===== config.mk =====
export PLATFORM = sky130hd
export DESIGN_NAME = clock_time_ctrl
export DESIGN_NICKNAME = d
export VERILOG_FILES = /design/src/rtl/clock_time_ctrl.sv
export SDC_FILE = /design/constraint.sdc
export NUM_CORES = 1
export LEC_CHECK = 0
export BUFFER_PORTS_ARGS = -buffer_cell sky130_fd_sc_hd__buf_2
export CELL_PAD_IN_SITES_DETAIL_PLACEMENT = 0
export CELL_PAD_IN_SITES_GLOBAL_PLACEMENT = 1
export CORE_MARGIN = 4
export CORE_UTILIZATION = 51
export CTS_BUF_LIST = sky130_fd_sc_hd__clkbuf_8
export CTS_CLUSTER_DIAMETER = 50
export DETAILED_ROUTE_END_ITERATION = 7
export PLACE_DENSITY = 0.95
export RECOVER_POWER = 25
export SETUP_SLACK_MARGIN = 0.1
export SYNTH_ARGS = -nofsm -noshare
export SYNTH_HDL_FRONTEND = slang
export SYNTH_SLANG_ARGS = --single-unit

===== constraint.sdc =====
create_clock -name clk -period 7.8 [get_ports clk]
set_input_delay 0.78 -clock clk [delete_from_list [all_inputs] [get_ports clk]]
set_output_delay 0.78 -clock clk [all_outputs]
set_load 0.02 [all_outputs]

===== src/rtl/clock_time_ctrl.sv =====
// clock_time_ctrl: one-second prescaler, HH:MM:SS time register and
// RUN/PAUSE/SET_HR/SET_MIN mode FSM for the Basys3 digital clock.
//
// Ports:
//   clk, rst_n          clock, async active-low reset
//   btn_mode/run/inc    one-cycle debounced button pulses
//   sec_tick            one-cycle pulse when time advances
//   hours/minutes/secs  binary time fields
//   mode                RUN=0 PAUSE=1 SET_HR=2 SET_MIN=3
//   blink               blink enable for the field being set
//   pm                  PM flag (12 h build only, else 0)
//
// Build option: define CLKCTL_12H_EN for 12-hour mode (hours 1..12 + pm).

module clock_time_ctrl #(
  parameter int unsigned TICK_DIV = 100000000,
  parameter int unsigned TICK_W   = 32
) (
  input  logic       clk,
  input  logic       rst_n,
  input  logic       btn_mode,
  input  logic       btn_run,
  input  logic       btn_inc,
  output logic       sec_tick,
  output logic [4:0] hours,
  output logic [5:0] minutes,
  output logic [5:0] seconds,
  output logic [1:0] mode,
  output logic       blink,
  output logic       pm
);

  typedef enum logic [1:0] {
    RUN     = 2'd0,
    PAUSE   = 2'd1,
    SET_HR  = 2'd2,
    SET_MIN = 2'd3
  } mode_t;

  localparam logic [TICK_W-1:0] LAST = TICK_W'(TICK_DIV - 1);
  localparam logic [TICK_W-1:0] HALF = TICK_W'(TICK_DIV / 2);
  localparam logic [TICK_W-1:0] ONE  = TICK_W'(1);

`ifdef CLKCTL_12H_EN
  localparam logic [4:0] H_RST = 5'd12;
`else
  localparam logic [4:0] H_RST = 5'd0;
`endif

  mode_t             st;
  mode_t             st_n;
  logic [TICK_W-1:0] presc;
  logic [TICK_W-1:0] presc_n;
  logic [4:0]        hr_n;
  logic [5:0]        mn_n;
  logic [5:0]        sc_n;
  logic              pm_q;
  logic              pm_n;
  logic              adv;
  logic              bl_n;
  logic [4:0]        hr_inc;
  logic              pm_inc;
  logic              ev_mode;
  logic              ev_run;
  logic              ev_inc;

  function automatic logic [5:0] inc60(input logic [5:0] v);
    return (v == 6'd59) ? 6'd0 : v + 6'd1;
  endfunction

  // One hour step, shared by time carry and SET_HR increment.
`ifdef CLKCTL_12H_EN
  assign hr_inc = (hours == 5'd12) ? 5'd1 : hours + 5'd1;
  assign pm_inc = (hours == 5'd11) ? ~pm_q : pm_q;
  assign pm     = pm_q;
`else
  assign hr_inc = (hours == 5'd23) ? 5'd0 : hours + 5'd1;
  assign pm_inc = pm_q;
  assign pm     = 1'b0;
`endif

  // Priority mode > run > inc, made one-hot.
  assign ev_mode = btn_mode;
  assign ev_run  = btn_run & ~btn_mode;
  assign ev_inc  = btn_inc & ~btn_mode & ~btn_run;

  always_comb begin
    st_n    = st;
    presc_n = presc;
    hr_n    = hours;
    mn_n    = minutes;
    sc_n    = seconds;
    pm_n    = pm_q;
    adv     = 1'b0;
    bl_n    = 1'b0;

    unique case (st)
      RUN: begin
        adv     = (presc == LAST);
        presc_n = adv ? '0 : presc + ONE;
      end
      PAUSE: begin
        presc_n = presc;
      end
      default: begin
        presc_n = (presc == LAST) ? '0 : presc + ONE;
      end
    endcase

    if (adv) begin
      sc_n = inc60(seconds);
      if (seconds == 6'd59) begin
        mn_n = inc60(minutes);
        if (minutes == 6'd59) begin
          hr_n = hr_inc;
          pm_n = pm_inc;
        end
      end
    end

    unique case (1'b1)
      ev_mode: begin
        unique case (st)
          RUN, PAUSE: st_n = SET_HR;
          SET_HR:     st_n = SET_MIN;
          SET_MIN: begin
            // Re-entering RUN starts a fresh second.
            st_n    = RUN;
            presc_n = '0;
            sc_n    = '0;
          end
        endcase
      end
      ev_run: begin
        if (st == RUN) begin
          st_n = PAUSE;
        end else if (st == PAUSE) begin
          st_n = RUN;
        end
      end
      ev_inc: begin
        if (st == SET_HR) begin
          hr_n = hr_inc;
          pm_n = pm_inc;
        end else if (st == SET_MIN) begin
          mn_n = inc60(minutes);
        end
      end
      default: begin
        st_n = st_n;
      end
    endcase

    if ((st_n == SET_HR) || (st_n == SET_MIN)) begin
      bl_n = (presc_n >= HALF);
    end
  end

  always_ff @(posedge clk or negedge rst_n) begin
    if (!rst_n) begin
      st       <= RUN;
      presc    <= '0;
      hours    <= H_RST;
      minutes  <= '0;
      seconds  <= '0;
      pm_q     <= 1'b0;
      sec_tick <= 1'b0;
      blink    <= 1'b0;
    end else begin
      st       <= st_n;
      presc    <= presc_n;
      hours    <= hr_n;
      minutes  <= mn_n;
      seconds  <= sc_n;
      pm_q     <= pm_n;
      sec_tick <= adv;
      blink    <= bl_n;
    end
  end

  assign mode = st;

endmodule


==> impl_results.md <==
- First-pass GRT wire length: approximately 11000 µm
- FMAX: around 0.33 GHz
- Critical-path maximum fanout: 53
- Vias post-DR: ~2400
- Fin util: approximately three fifths
- Setup Viol. Count Final: 0
- Initial antenna violation count: 0
- Final Hold Fails: 0
- CTS clock-pin slew for the worst setup and hold paths: approximately 0.10 ns
- Tightest Pin Transition: 2.778 ns
- Sequential area share after synthesis: ~44%
- DP HPWL: roughly 4500 µm
- Most common cell after layout, fill and taps aside: dfrtp_1
- Total track usage: between 10% and 20%
- Post-Synth Simple-Gate Area: ~30%
- Number of synthesized flops with an enable pin: 0
- CP Cell Sequence: buf_2 -> clkbuf_1
- Mapped Area: roughly 3000 µm²
- Post-CTS Setup Bufs: 0
- Total grt overflow: 0
- Post-Synth XOR/XNOR Area: 10.76%
- Max-cap violations: 1
- Hold Path Class: reg -> reg
- Layout cells sized above 1: approximately 13%
- Cell count after synthesis: around 320
- Mean Syn Cell Area: ~9.4 µm²
- Main combinational cell family by area after synthesis: simple AND/OR/NAND/NOR gates
- Vias per cell: about 5.7
- Number of antenna diodes: 0
- Unrepaired setup endpoints after global routing: no
- Vias in the first global route: ~2200
- Failing checks: capacitance limit, slew limit
- Core area: around 5600 µm²
- Yosys Warn Count: 0
- Routed WL: ~6200 µm
- Critical path class: in -> async
- Clock Skew: between 0.01 and 0.015 ns
- DR DRC count: 0
- Die width: 84.85 µm
- Main flop type after synthesis: dfrtp_1
- Router iterations before antenna repair: 4
- Die Area: a little over 7000 µm²
- Unique masters post-synth: 52
- Leakage power: around 1.4 nW
- Total CTS buffers: 5
- Final Cycle Share: around two fifths
- Clock tree sinks: 53
- Synth Area in Adders: 3.739%
- Nets: roughly 360
- Critical path buffer and inverter count: 2
- TritonCTS clock tree: done
- Row count: 27
- Slowest CP cell: clkbuf_1
- Routed WL per cell: ~15 µm
- Layout area overhead: 8.268%
- Cts hold-fix bufs: 0
- Relative slew slack: -85.23%
- CTS Root Cell: clkbuf_8
- H-tree depth: 2
- Min Tclk post-route: slightly above 3 ns
- Commonest non-fill, non-tap cells in the layout: dfrtp_1, nor2_1, nand2_1
- Largest net degree at the start of global routing: 54
- I/O pins: 27
- Post-synthesis mux area share: under 10%
- Synth async-reset ratio: 100.0%
- Drt initial violations: between 150 and 200
- Port Buffers: 25
- CP top delay family: buffers and inverters
- Die height: 84.85 µm
- Status: finished with violations
- Initial Util: between 50% and 60%
- Setup TNS: 0 ns
- Power, Total: ~0.00075 W
- Crit start category: primary input
- CP required: about 7.6 ns
- PwrDens: approximately 230 nW/µm²
- Yosys reg bits: 53
- Slowest stage delay, CP: 1.96 ns
- GP Congestion: around 0.86
- Synth Net Count: 336
- Complex-gate fraction of the synthesized area: between 6 and 7%
- Worst vdd ir: around 110 µV
- Post-CTS sizing: 0
- Critical path endpoint category: asynchronous set/reset pin
- CTS Buffer Depth: 2
- Antenna-violating nets left: 0
- Worst-Skew Late Latency: between 0.3 and 0.4 ns
- Final Slew Violations: 54
- Critical Path AT: around 2.8 ns
==> Yosys cell counts (6+ instances only) <==
| master | count | area share (%) |
|---|---|---|
| nand4_1 | 12 | 2.5 |
| a21oi_1 | 6 | 1.0 |
| nand3_1 | 15 | 2.5 |
| nor4_1 | 8 | 1.7 |
| xnor2_1 | 22 | 6.4 |
| nor2_1 | 49 | 6.1 |
| xor2_1 | 15 | 4.4 |
| dfrtp_1 | 53 | 44 |
| ha_1 | 9 | 3.7 |
| nand2_1 | 28 | 3.5 |
| or3_1 | 6 | 1.2 |
| nor3_1 | 16 | 2.7 |
| o21ai_0 | 11 | 1.8 |
| inv_1 | 6 | 0.75 |
==> registers in the layout (all words and copies together), names as in the netlist <==
signal / flops
hours: 5
minutes: 6
seconds: 6
blink: 1
presc: 32
mode: 2
sec_tick: 1
==> cell families after synthesis <==
kind of cell / Yosys count
muxes: 6
buffers and inverters: 17
AOI/OAI and AO/OA: 30
and+or+nand+nor: 169
adders and majority gates: 9
xor gates and xnor gates: 37
other: 1
DFF: 53
==> power by group <==
part / internal [W] / switching (W)
clock: 0.0000621 / 0.0000902
combinational: 0.0000882 / 0.000131
sequential: 0.000319 / 0.0000596
total: 0.000469 / 0.000281
==> metrics by stage <==
step                      setup slack [ns]  cell area, µm²  hold WS, ns  instances
after floorplan                      5.125            3012       0.4844        322
after global placement               5.049            3177       0.5009        409
after detailed placement             4.899            3177       0.5121        409
after CTS                            4.899            3264       0.5274        417
after global routing                 4.130            3261       0.5578        417
final                                4.780            3261       0.5251        417
==> layer usage <==
metal | wire length [µm] | GRT usage (%) | share of wire (%)
met1 | 3003 | 25.65 | 48
met2 | 2793 | 27.62 | 45
met3 | 297 | 3.495 | 4.8
met4 | 102 | 5.324 | 1.6
met5 | 0 | 0 | 0
==> path summary, 6_finish.rpt <==
kind | startpoint | endpoint | slack (ns) | cells past startpoint
setup / recovery | rst_n | presc[18] | 4.78 | 2
hold / removal | minutes[4] | minutes[4] | 0.53 | 1
setup reg to reg | mode[1] | blink | 4.86 | 9
hold reg to reg | minutes[4] | minutes[4] | 0.53 | 1
max in group clk | mode[1] | blink | 4.86 | 9
min in group asynchronous | rst_n | minutes[4] | 1.44 | 2
==> final cells by class <==
type                       count  area [µm²]
fill                         507        2347
multi-input combinational    252        1605
sequential                    53        1326
timing repair buffer          26       128.9
tap                           72       90.09
clock buffer                   5       68.82
inverter                       6       22.52
clock inverter                 3       18.77
No activity file was read; power rests on OpenSTA's default activity.
